### src/rtl/axis_bulk_packetizer_pkg.sv
// Shared USB bulk-endpoint constants used by the AXI-Stream packetizer.
package axis_bulk_packetizer_pkg;

  localparam int unsigned MAX_PACKET_HS   = 512;
  localparam int unsigned MAX_PACKET_FS   = 64;
  localparam int unsigned TIMEOUT_DEFAULT = 1024;

  // Reason the held byte is being closed out as the last byte of a packet.
  typedef enum logic [1:0] {
    CLOSE_NONE,
    CLOSE_DATA,
    CLOSE_TIMER
  } close_cause_e;

endpackage

### src/rtl/axis_bulk_packetizer.sv
// Splits an 8-bit AXI-Stream into USB bulk IN packets of at most MAX_PACKET
// bytes, closing short packets on upstream tlast, flush, or an idle timeout.
module axis_bulk_packetizer
  import axis_bulk_packetizer_pkg::*;
#(
  parameter int unsigned MAX_PACKET = MAX_PACKET_HS,
  parameter int unsigned TIMEOUT    = TIMEOUT_DEFAULT
) (
  input  logic       aclk,
  input  logic       aresetn,
  input  logic       s_axis_tvalid,
  output logic       s_axis_tready,
  input  logic       s_axis_tlast,
  input  logic [7:0] s_axis_tdata,
  output logic       m_axis_tvalid,
  input  logic       m_axis_tready,
  output logic       m_axis_tlast,
  output logic [7:0] m_axis_tdata,
  input  logic       flush,
  output logic       timeout_o
);

  localparam int unsigned CW = (MAX_PACKET > 1) ? $clog2(MAX_PACKET) : 1;
  localparam int unsigned TW = (TIMEOUT > 0) ? $clog2(TIMEOUT + 1) : 1;

  logic          ready_en;
  logic          hold_valid;
  logic          hold_last;
  logic [7:0]    hold_data;
  logic [CW-1:0] count;
  logic [TW-1:0] timer;

  logic          out_space;
  logic          data_close;
  logic          timer_hit;
  logic          promote;
  logic          accept;
  close_cause_e  cause;

  // The held byte can only be finalised once its successor arrives or an
  // explicit close condition exists; the timer close loses to a new byte.
  always_comb begin
    out_space     = !m_axis_tvalid || m_axis_tready;
    data_close    = hold_valid && (hold_last || (count == CW'(MAX_PACKET - 1)) || flush);
    timer_hit     = (TIMEOUT != 0) && (timer == TW'(TIMEOUT));
    promote       = hold_valid && out_space && (data_close || timer_hit || s_axis_tvalid);
    s_axis_tready = ready_en && (!hold_valid || promote);
    accept        = s_axis_tvalid && s_axis_tready;
    cause         = CLOSE_NONE;
    if (data_close)
      cause = CLOSE_DATA;
    else if (timer_hit && !accept)
      cause = CLOSE_TIMER;
  end

  always_ff @(posedge aclk or negedge aresetn) begin
    if (!aresetn) begin
      ready_en      <= 1'b0;
      hold_valid    <= 1'b0;
      hold_last     <= 1'b0;
      hold_data     <= '0;
      count         <= '0;
      timer         <= '0;
      m_axis_tvalid <= 1'b0;
      m_axis_tlast  <= 1'b0;
      m_axis_tdata  <= '0;
      timeout_o     <= 1'b0;
    end else begin
      ready_en  <= 1'b1;
      timeout_o <= promote && (cause == CLOSE_TIMER);

      if (accept) begin
        hold_valid <= 1'b1;
        hold_last  <= s_axis_tlast;
        hold_data  <= s_axis_tdata;
      end else if (promote) begin
        hold_valid <= 1'b0;
      end

      if (promote) begin
        m_axis_tvalid <= 1'b1;
        m_axis_tdata  <= hold_data;
        m_axis_tlast  <= (cause != CLOSE_NONE);
        count         <= (cause != CLOSE_NONE) ? '0 : count + CW'(1);
      end else if (m_axis_tready) begin
        m_axis_tvalid <= 1'b0;
      end

      if (accept || promote)
        timer <= '0;
      else if (hold_valid && !data_close && !timer_hit && (TIMEOUT != 0))
        timer <= timer + TW'(1);
    end
  end

endmodule

### config.mk
export PLATFORM = sky130hd
export DESIGN_NAME = axis_bulk_packetizer
export DESIGN_NICKNAME = d
export VERILOG_FILES = /design/src/rtl/axis_bulk_packetizer_pkg.sv /design/src/rtl/axis_bulk_packetizer.sv
export SDC_FILE = /design/constraint.sdc
export NUM_CORES = 1
export LEC_CHECK = 0
export CORE_MARGIN = 8
export CORE_UTILIZATION = 35
export DETAILED_ROUTE_END_ITERATION = 6
export PLACE_DENSITY_LB_ADDON = 0.3
export SYNTH_ARGS = -nofsm -noshare
export SYNTH_HDL_FRONTEND = slang
export SYNTH_SLANG_ARGS = --single-unit
### constraint.sdc
create_clock -name aclk -period 3.5 [get_ports aclk]
set_input_delay 1.05 -clock aclk [delete_from_list [all_inputs] [get_ports aclk]]
set_output_delay 1.05 -clock aclk [all_outputs]
set_load 0.02 [all_outputs]
==> results of run 1 <==
[cells in the final DEF (no fill, tap or decap), types with 2 or more instances in the layout]
master,netlist,final
o21ai_0,3,3
buf_4,1,16
nand2_1,38,38
a21oi_1,2,2
ha_2,0,2
mux2_2,9,9
inv_1,4,4
nand3_1,8,7
xor2_1,6,6
and4_1,3,3
nor3_1,3,3
dfrtp_1,42,42
ha_1,4,2
nand4_1,2,2
xnor2_1,3,3
nor2_1,15,15
a22o_1,5,5
clkinvlp_4,0,2
clkdlybuf4s50_1,0,22
and3_1,6,6
clkbuf_8,0,5
[kinds of logic after synthesis]
kind of cell	synth area share
simple gates	0.226
flops	0.554
compound gates	0.0699
mux	0.0587
xor+xnor	0.0416
buf+inv	0.0218
fa+ha+maj	0.0264
other cells	0.00198
[flip-flops by register name (all words and copies together), names as in the netlist, 8 cells and up]
name,flops
count,9
hold_data,8
m_axis_tdata,8
timer,11
[cell type report]
type	count	area, sq um	area share
sequential	42	1050	0.425
multi-input combinational	127	840	0.339
timing repair buffer	41	365	0.148
tap	72	90.1	0.0364
clock buffer	5	68.8	0.0278
clock inverter	3	45.0	0.0182
inverter	4	15.0	0.00607
[path summary, 6_finish.rpt]
check / depth (start not counted) / start / end
min in group asynchronous: 1 / aresetn / timer[10]$_DFFE_PN0P_
worst min-delay path: 2 / hold_data[4]$_DFFE_PN0P_ / m_axis_tdata[4]$_DFFE_PN0P_
worst max-delay path: 10 / count[0]$_DFFE_PN0P_ / s_axis_tready
worst min register to register: 2 / hold_data[4]$_DFFE_PN0P_ / m_axis_tdata[4]$_DFFE_PN0P_
max in group asynchronous: 1 / aresetn / count[6]$_DFFE_PN0P_
worst max register to register: 8 / timer[0]$_DFFE_PN0P_ / count[4]$_DFFE_PN0P_
[per-layer routing]
metal	vias to the layer above	wire length, um
met1	689	1910
met4	0	55
li1	698	-
met2	26	1810
met5	-	0
met3	4	154
[power breakdown]
part / internal, W / switching (W)
Sequential: 0.000608 / 0.0000834
Clock: 0.000212 / 0.000166
Combinational: 0.000318 / 0.000359
Total: 0.00114 / 0.000609
[worst max-delay path, stage by stage (launching register included)]
cell and delay (ps):
dfrtp_1 390, ha_2 200, nand3_2 70, nor2_1 50, and3_1 180, ha_2 180, or3_4 350, o311ai_4 240
nand2_1 110, and2_4 160, buf_6 120
[through the flow]
step	hold WS [ps]	cells	util	power, W
floorplan	433	178	-	0.00107
global placement	444	284	0.432	0.00134
detailed placement	450	284	0.432	0.00135
CTS	472	294	0.460	0.00176
global route	492	294	0.461	0.00186
finish	465	294	0.461	0.00175
[timing repair]
action | 4_1_cts | 5_1_grt
resized for setup | 12 | 1
buffers inserted | 2 | 0
hold buffers | 0 | 0
setup endpoints to repair | 1 | 1
pin swaps | 3 | 0
==> summary.md, run 1 <==
| Metric | Value |
|---|---|
| Final Max Tran Viols | `0` |
| Width of the chip | `89.6 um` |
| Number of I/O port buffers | `25` |
| Die area | `8030 sq um` |
| Yosys top cell area share | `0.554` |
| First-pass GRT wire length | `6720 um` |
| Gr busiest metal | `met2` |
| Top post-synthesis cells by count | `42 x dfrtp_1, 38 x nand2_1, 15 x nor2_1` |
| Post-DRT Antenna Nets | `0` |
| Most frequent cell after synthesis | `dfrtp_1` |
| Crit. End Element | `primary output` |
| Num rows | `27` |
| Cell area after layout | `2470 sq um` |
| DIE HEIGHT | `89.6 um` |
| Initial Util | `0.353` |
| Post-DP HPWL | `2730 um` |
| CTS tree | `done` |
| Largest net degree at the start of global routing | `43` |
| Initial DRT Pass Iterations | `4` |
| Syn Area/Cell | `10.7 sq um` |
| Fillers | `502` |
| Min Tclk post-route | `3380 ps` |
| CP Data Required Time | `2450 ps` |
| Main synth FF type | `dfrtp_1` |
| Met2 Track Usage GR | `0.166` |
| Seq/Total Area, Yosys | `0.554` |
| MaxCap Viol Count | `0` |
| Final RePlAce weighted congestion | `0.775` |
| Critical path peak fanout | `2` |
| Async S/R FF share, synth | `1.00` |
| Accumulated negative setup slack | `0 ps` |
| Avg WL per Cell | `13.4 um` |
| Leakage Power | `1.12 nW` |
| ANT cells | `0` |
| Grt ovf | `0` |
| Post-DR vias/cell | `4.82` |
| Cell Area, Synth | `1900 sq um` |
| Clock root buffer | `clkbuf_8` |
| Power per Cell Area | `706 nW/um^2` |
| DRT iter0 DRCs | `76` |
| Final wirelength | `3930 um` |
| Worst path arrival time | `2330 ps` |
| CP startpoint kind | `flop` |
| Clk Latency, worst-skew pair | `290 ps` |
| Peak VDD IR | `438 uV` |
| RSZ-0062 raised after global routing | `false` |
| Placement Setup Slack | `-464 ps` |
| Clock Path Buffers | `2` |
| DP Area | `2320 sq um` |
| Via count | `1,417` |
| Total core area | `5370 sq um` |
| Slew margin rel. | `0.397` |
| Fmax | `296 MHz` |
| Synth Instances | `178` |
| HP Class | `flop to flop` |
| Tcrit/Tclk final | `0.966` |
| Reg clk slew, reported paths | `80 ps` |
| R2r setup slk | `850 ps` |
| Synthesized netlist net count | `196` |
| Post-synthesis cell type count | `39` |
| Status | `finished clean` |
| # H-tree levels | `2` |
| Leading area contributor after synthesis | `dfrtp_1` |
| Post-synth EDFFs | `0` |
| Ranking of synthesized cells by area | `dfrtp_1 55%, nand2_1 7.5%, mux2_2 5.3%` |
| GRT Total Usage | `0.108` |
| Clk sinks | `42` |
| Met1 GRT Util | `0.139` |
| Final setup margin | `120 ps` |
| CP Class | `flop to primary output` |
| Global Route met3 Usage | `0.0309` |
| Ys Warns | `0` |
| DRC violations left | `0` |
| Antenna violations before repair | `0` |
| Layout cell share with drive strength beyond 1 | `0.198` |
| Vias in the first global route | `1,443` |
| Slew @ Worst Pin | `905 ps` |
| Final setup violation count | `0` |
| I/O Pins | `26` |
| CTS buffer count | `5` |
| Synth Register Bits | `42` |
| Hold Vio Cnt, Final | `0` |
| Worst Skew | `8.51 ps` |
| Final net count | `239` |
| Area Growth Syn to Fin | `30.5%` |
No activity file was read; power rests on OpenSTA's default activity.
==> run 2, diff against run 1 <==
==> constraint.sdc (replaced) <==
create_clock -name aclk -period 2.95 [get_ports aclk]
set_input_delay 0.885 -clock aclk [delete_from_list [all_inputs] [get_ports aclk]]
set_output_delay 0.885 -clock aclk [all_outputs]
set_load 0.02 [all_outputs]
==> summary.md, run 2 (same netlist as run 1, synthesis figures left out) <==
| Metric | Value |
|---|---|
| Initial DRT Pass Iterations | `4` |
| Vias in the first global route | `1,520` |
| Failing checks | `setup timing` |
| Tcrit/Tclk final | `1.06` |
| Area Growth Syn to Fin | `37.4%` |
| Sw Pwr | `0.000728 W` |
| Path depth of the worst reg2reg path | `11` |
| Number of I/O port buffers | `25` |
| Clock root buffer | `clkbuf_8` |
| Crit. End Element | `primary output` |
| Grt ovf | `0` |
| Accumulated negative setup slack | `-185 ps` |
| Clk sinks | `42` |
| # H-tree levels | `2` |
| Power per Cell Area | `809 nW/um^2` |
| GRT Total Usage | `0.115` |
| Largest regs | `timer (11), count (9)` |
| Crit. path cell count | `10` |
| Die area | `8030 sq um` |
| CTS tree | `done` |
| Clock Path Buffers | `2` |
| Final Max Tran Viols | `0` |
| Post-DP HPWL | `2930 um` |
| DIE HEIGHT | `89.6 um` |
| Hold_buf cts | `0` |
| Total core area | `5370 sq um` |
| Pint | `0.00138 W` |
| DRC violations left | `0` |
| Initial Util | `0.353` |
| Most frequent cell on the critical path | `ha_2` |
| DRT iter0 DRCs | `82` |
| Switching fraction of total power | `0.345` |
| Final setup violation count | `1` |
| CP Data Required Time | `2070 ps` |
| CTS buffer count | `5` |
| I/O Pins | `26` |
| Status | `complete, but fails checks` |
| Clk Latency, worst-skew pair | `290 ps` |
| Final instance count without filler cells | `311` |
| Width of the chip | `89.6 um` |
| Peak VDD IR | `429 uV` |
| MaxCap Viol Count | `0` |
| Critical path peak fanout | `2` |
| Biggest register | `timer` |
| Largest register FFs | `11` |
| Worst Skew | `3.49 ps` |
| Leakage Power | `1.23 nW` |
| Slew margin rel. | `0.373` |
| First-pass GRT wire length | `7020 um` |
| Num rows | `27` |
| Commonest non-fill, non-tap cell in the layout | `dfrtp_1` |
| Post-DRT Antenna Nets | `0` |
| Hold Vio Cnt, Final | `0` |
| Final setup margin | `-185 ps` |
| Layout cell share with drive strength beyond 1 | `0.264` |
| Most frequent cells in the layout | `42 x dfrtp_1, 37 x nand2_1, 33 x buf_4` |
| Clock Power Share | `0.211` |
| Tot Pwr | `0.00211 W` |
| Fmax | `319 MHz` |
| Reg clk slew, reported paths | `80 ps` |
| Sequential Power Share | `0.388` |
| Avg WL per Cell | `13.1 um` |
| Hold Path Depth | `2` |
| Worst path slowest cell | `dfrtp_1` |
| Crit path max-delay family | `simple AND/OR/NAND/NOR gates` |
| Slew @ Worst Pin | `941 ps` |
| Final net count | `256` |
| CP Buf/Inv Count | `1` |
| Worst path arrival time | `2250 ps` |
| CP startpoint kind | `flop` |
| Placed cell count | `300` |
| Hold Worst Slack | `470 ps` |
| RSZ-0062 raised after global routing | `true` |
| Sequence of cells on the critical path | `ha_2 > nand3_2 > nor2_2 > and3_1 > ha_2 > or3_4 > o311ai_4 > nand2_2 > and2_4 > buf_6` |
| Final wirelength | `4060 um` |
| CP Class | `flop to primary output` |
| HP Class | `flop to flop` |
| Min Tclk post-route | `3140 ps` |
| ANT cells | `0` |
| Via count | `1,489` |
| Largest net degree at the start of global routing | `43` |
| Final RePlAce weighted congestion | `0.779` |
| Gate power share | `0.401` |
| Antenna violations before repair | `0` |
| Post-DR vias/cell | `4.79` |
| Slowest stage delay, CP | `390 ps` |
| Final Core Density | `0.485` |
## run 2: changes by cell type in the layout (fill, tap and decap cells not counted), sizes merged
cell | before | now
buf | 18 | 35
clkinv | 0 | 2
clkinvlp | 2 | 0
dlygate4sd2 | 1 | 0
dlymetal6s2s | 0 | 1
## run 2: repair_timing
item	4_1_cts	5_1_grt
endpoints found under the setup margin	1	1
resized for setup	8	1
gates cloned	0	0
hold endpoints to repair	0	0
pin swaps	4	4
buffers inserted	1	2
## run 2: worst register-to-register path: cells and delay by family, from the launching register on
family | cells | cell delay [ps]
compound gates | 2 | 590
fa+ha+maj | 2 | 380
buf+inv | 2 | 270
flops | 1 | 390
simple gates | 5 | 760
## run 2: path summary, 6_finish.rpt
kind	slack, ps	from	endpoint
max	-190	count[1]$_DFFE_PN0P_	s_axis_tready
min	470	hold_data[4]$_DFFE_PN0P_	m_axis_tdata[4]$_DFFE_PN0P_
max reg2reg	420	count[1]$_DFFE_PN0P_	count[4]$_DFFE_PN0P_
min reg2reg	470	hold_data[4]$_DFFE_PN0P_	m_axis_tdata[4]$_DFFE_PN0P_
max in group asynchronous	1630	aresetn	timer[10]$_DFFE_PN0P_
min in group asynchronous	730	aresetn	timer[7]$_DFFE_PN0P_
## run 2: metrics by stage
step / area, sq um / worst slack, ps
global route: 2610 / -288
finish: 2610 / -185
floorplan: 1930 / -12.4
detailed placement: 2460 / -743
global placement: 2460 / -744
CTS: 2590 / -303
## run 2: power by group through the flow
stage,logic [W],registers (W),clock network (W)
3_5_place_dp,0.000837,0.000825,0
3_3_place_gp,0.000828,0.000823,0
2_1_floorplan,0.000382,0.000906,0
4_1_cts,0.000853,0.000817,0.000460
5_1_grt,0.000934,0.000836,0.000484
6_report,0.000846,0.000817,0.000445
## run 2: layout make-up
type	count	area [sq um]
fill	513	2770
sequential	42	1050
multi-input combinational	127	845
timing repair buffer	58	497
tap	72	90.1
clock buffer	5	68.8
clock inverter	3	40.0
inverter	4	15.0
## run 2: per-layer routing
layer / vias up / part of all wire / global-route usage
met5: - / 0 / 0
met1: 727 / 0.44 / 0.136
met3: 4 / 0.058 / 0.0382
met2: 28 / 0.48 / 0.186
met4: 0 / 0.014 / 0.0498
li1: 730 / - / -
==> run 3, diff against run 2 <==
--- a/config.mk
+++ b/config.mk
@@ -5,6 +5,7 @@
 export SDC_FILE = /design/constraint.sdc
 export NUM_CORES = 1
 export LEC_CHECK = 0
+export ABC_CLOCK_PERIOD_IN_PS = 3400
 export CORE_MARGIN = 8
 export CORE_UTILIZATION = 35
 export DETAILED_ROUTE_END_ITERATION = 6
==> constraint.sdc (replaced) <==
create_clock -name aclk -period 3.4 [get_ports aclk]
set_input_delay 1.02 -clock aclk [delete_from_list [all_inputs] [get_ports aclk]]
set_output_delay 1.02 -clock aclk [all_outputs]
set_load 0.02 [all_outputs]
==> summary.md, run 3 (same netlist as run 1, synthesis figures left out) <==
| Metric | Value |
|---|---|
| HP Class | `flop to flop` |
| Sw Pwr | `0.000637 W` |
| First-pass GRT wire length | `6820 um` |
| Clk Latency, worst-skew pair | `300 ps` |
| CTS tree | `done` |
| Fillers | `531` |
| Vias in the first global route | `1,523` |
| Reg clk slew, reported paths | `90 ps` |
| Num rows | `27` |
| Initial Util | `0.353` |
| Worst Skew | `9.71 ps` |
| Gate power share | `0.391` |
| Min Tclk post-route | `3370 ps` |
| Avg WL per Cell | `13.3 um` |
| Pint | `0.00117 W` |
| Post-DR vias/cell | `4.86` |
| Commonest non-fill, non-tap cell in the layout | `dfrtp_1` |
| # H-tree levels | `2` |
| Peak VDD IR | `320 uV` |
| Final setup violation count | `0` |
| CTS buffer count | `5` |
| Biggest register | `timer` |
| Area Growth Syn to Fin | `31.8%` |
| Placed cell count | `287` |
| Final wirelength | `3960 um` |
| Sequence of cells on the critical path | `ha_2 > nand3_2 > nor2_2 > and3_1 > ha_2 > or3_4 > o311ai_4 > nand2_1 > and2_4 > buf_6` |
| Antenna violations before repair | `0` |
| Grt ovf | `0` |
| Fmax | `297 MHz` |
| Hold_buf cts | `0` |
| Switching fraction of total power | `0.352` |
| DRT iter0 DRCs | `101` |
| Clk sinks | `42` |
| Most frequent cells in the layout | `42 x dfrtp_1, 38 x nand2_1, 22 x clkdlybuf4s50_1` |
| Final RePlAce weighted congestion | `0.748` |
| Layout cell share with drive strength beyond 1 | `0.213` |
| Sequential Power Share | `0.391` |
| Crit. End Element | `primary output` |
| Critical path peak fanout | `2` |
| Final instance count without filler cells | `297` |
| Status | `finished clean` |
| Number of I/O port buffers | `25` |
| Slew @ Worst Pin | `909 ps` |
| Slowest stage delay, CP | `390 ps` |
| DRC violations left | `0` |
| MaxCap Viol Count | `0` |
| GRT Total Usage | `0.113` |
| CP Class | `flop to primary output` |
| Worst path arrival time | `2350 ps` |
| Most frequent cell on the critical path | `ha_2` |
| Tot Pwr | `0.00181 W` |
| Initial DRT Pass Iterations | `4` |
| Width of the chip | `89.6 um` |
| Largest register FFs | `11` |
| Total core area | `5370 sq um` |
| ANT cells | `0` |
| DIE HEIGHT | `89.6 um` |
| Clock Path Buffers | `2` |
| CP Buf/Inv Count | `1` |
| Power per Cell Area | `725 nW/um^2` |
| Die area | `8030 sq um` |
| Crit path max-delay family | `simple AND/OR/NAND/NOR gates` |
| CP Data Required Time | `2380 ps` |
| Via count | `1,444` |
| Accumulated negative setup slack | `0 ps` |
| Slew margin rel. | `0.394` |
| Final net count | `242` |
| Clock root buffer | `clkbuf_8` |
| Worst path slowest cell | `dfrtp_1` |
| RSZ-0062 raised after global routing | `true` |
| Leakage Power | `1.14 nW` |
| Hold Vio Cnt, Final | `0` |
| Post-DRT Antenna Nets | `0` |
| Post-DP HPWL | `2790 um` |
| I/O Pins | `26` |
| Tcrit/Tclk final | `0.991` |
| Clock Power Share | `0.218` |
| Largest net degree at the start of global routing | `43` |
| Largest regs | `timer (11), count (9)` |
| CP startpoint kind | `flop` |
| Final Max Tran Viols | `0` |
[run 3: cell types whose count changed in the layout (fill, tap and decap cells not counted), sizes merged]
cell          delta
buf             -14
clkinv           -2
clkinvlp         +2
dlygate4sd2      +1
dlymetal6s2s     -1
[run 3: worst reg2reg max path, cell delays in order (launching register included)]
cell and delay [ps]:
dfrtp_1 410, inv_1 70, ha_1 140, or4b_1 490
nor4_4 230, buf_4 200, o311a_1 470, nand2_1 190
o311ai_0 340
[run 3: area by class of cell]
class,count,area (sq um),share of cell area
flip-flops and latches,42,1050,0.420
multi-input cells,127,842,0.337
repair buffers,44,388,0.155
well taps,72,90.1,0.0360
clock buffers,5,68.8,0.0275
clock inverters,3,45.0,0.0180
inverters,4,15.0,0.00601
[run 3: metrics by stage]
step,hold WS [ps],util,cell area (sq um),worst slack (ps)
finish,469,0.465,2500,31.3
global route,493,0.465,2500,-75.0
floorplan,433,-,1910,31.8
detailed placement,452,0.436,2340,-582
CTS,473,0.463,2490,9.48
global placement,441,0.436,2340,-567
[run 3: path summary, 6_finish.rpt]
path | from | endpoint | slack, ps | depth (start not counted)
worst max-delay path | count[1]$_DFFE_PN0P_ | s_axis_tready | 30 | 10
worst min-delay path | hold_data[2]$_DFFE_PN0P_ | m_axis_tdata[2]$_DFFE_PN0P_ | 470 | 2
worst max register to register | timer[1]$_DFFE_PN0P_ | count[4]$_DFFE_PN0P_ | 750 | 8
worst min register to register | hold_data[2]$_DFFE_PN0P_ | m_axis_tdata[2]$_DFFE_PN0P_ | 470 | 2
max in group asynchronous | aresetn | m_axis_tdata[3]$_DFFE_PN0P_ | 1980 | 1
min in group asynchronous | aresetn | count[3]$_DFFE_PN0P_ | 850 | 1
[run 3: routing by layer]
layer,vias to the layer above,track usage,share of wire
met3,9,0.0400,0.063
met1,687,0.137,0.45
li1,709,-,-
met5,-,0,0
met2,39,0.170,0.46
met4,0,0.0650,0.024
[run 3: repair_timing]
| action | CTS | global route |
|---|---|---|
| endpoints found under the setup margin | 1 | 1 |
| gates resized for setup | 12 | 2 |
| pin swaps | 5 | 0 |
| setup buffers | 1 | 1 |
[run 3: power groups by stage]
stage	combinational [W]	sequential (W)	clock, W
after floorplan	0.000322	0.000784	0
after global placement	0.000684	0.000713	0
after detailed placement	0.000693	0.000712	0
after CTS	0.000707	0.000711	0.000408
after global routing	0.000789	0.000724	0.000430
final	0.000708	0.000708	0.000395
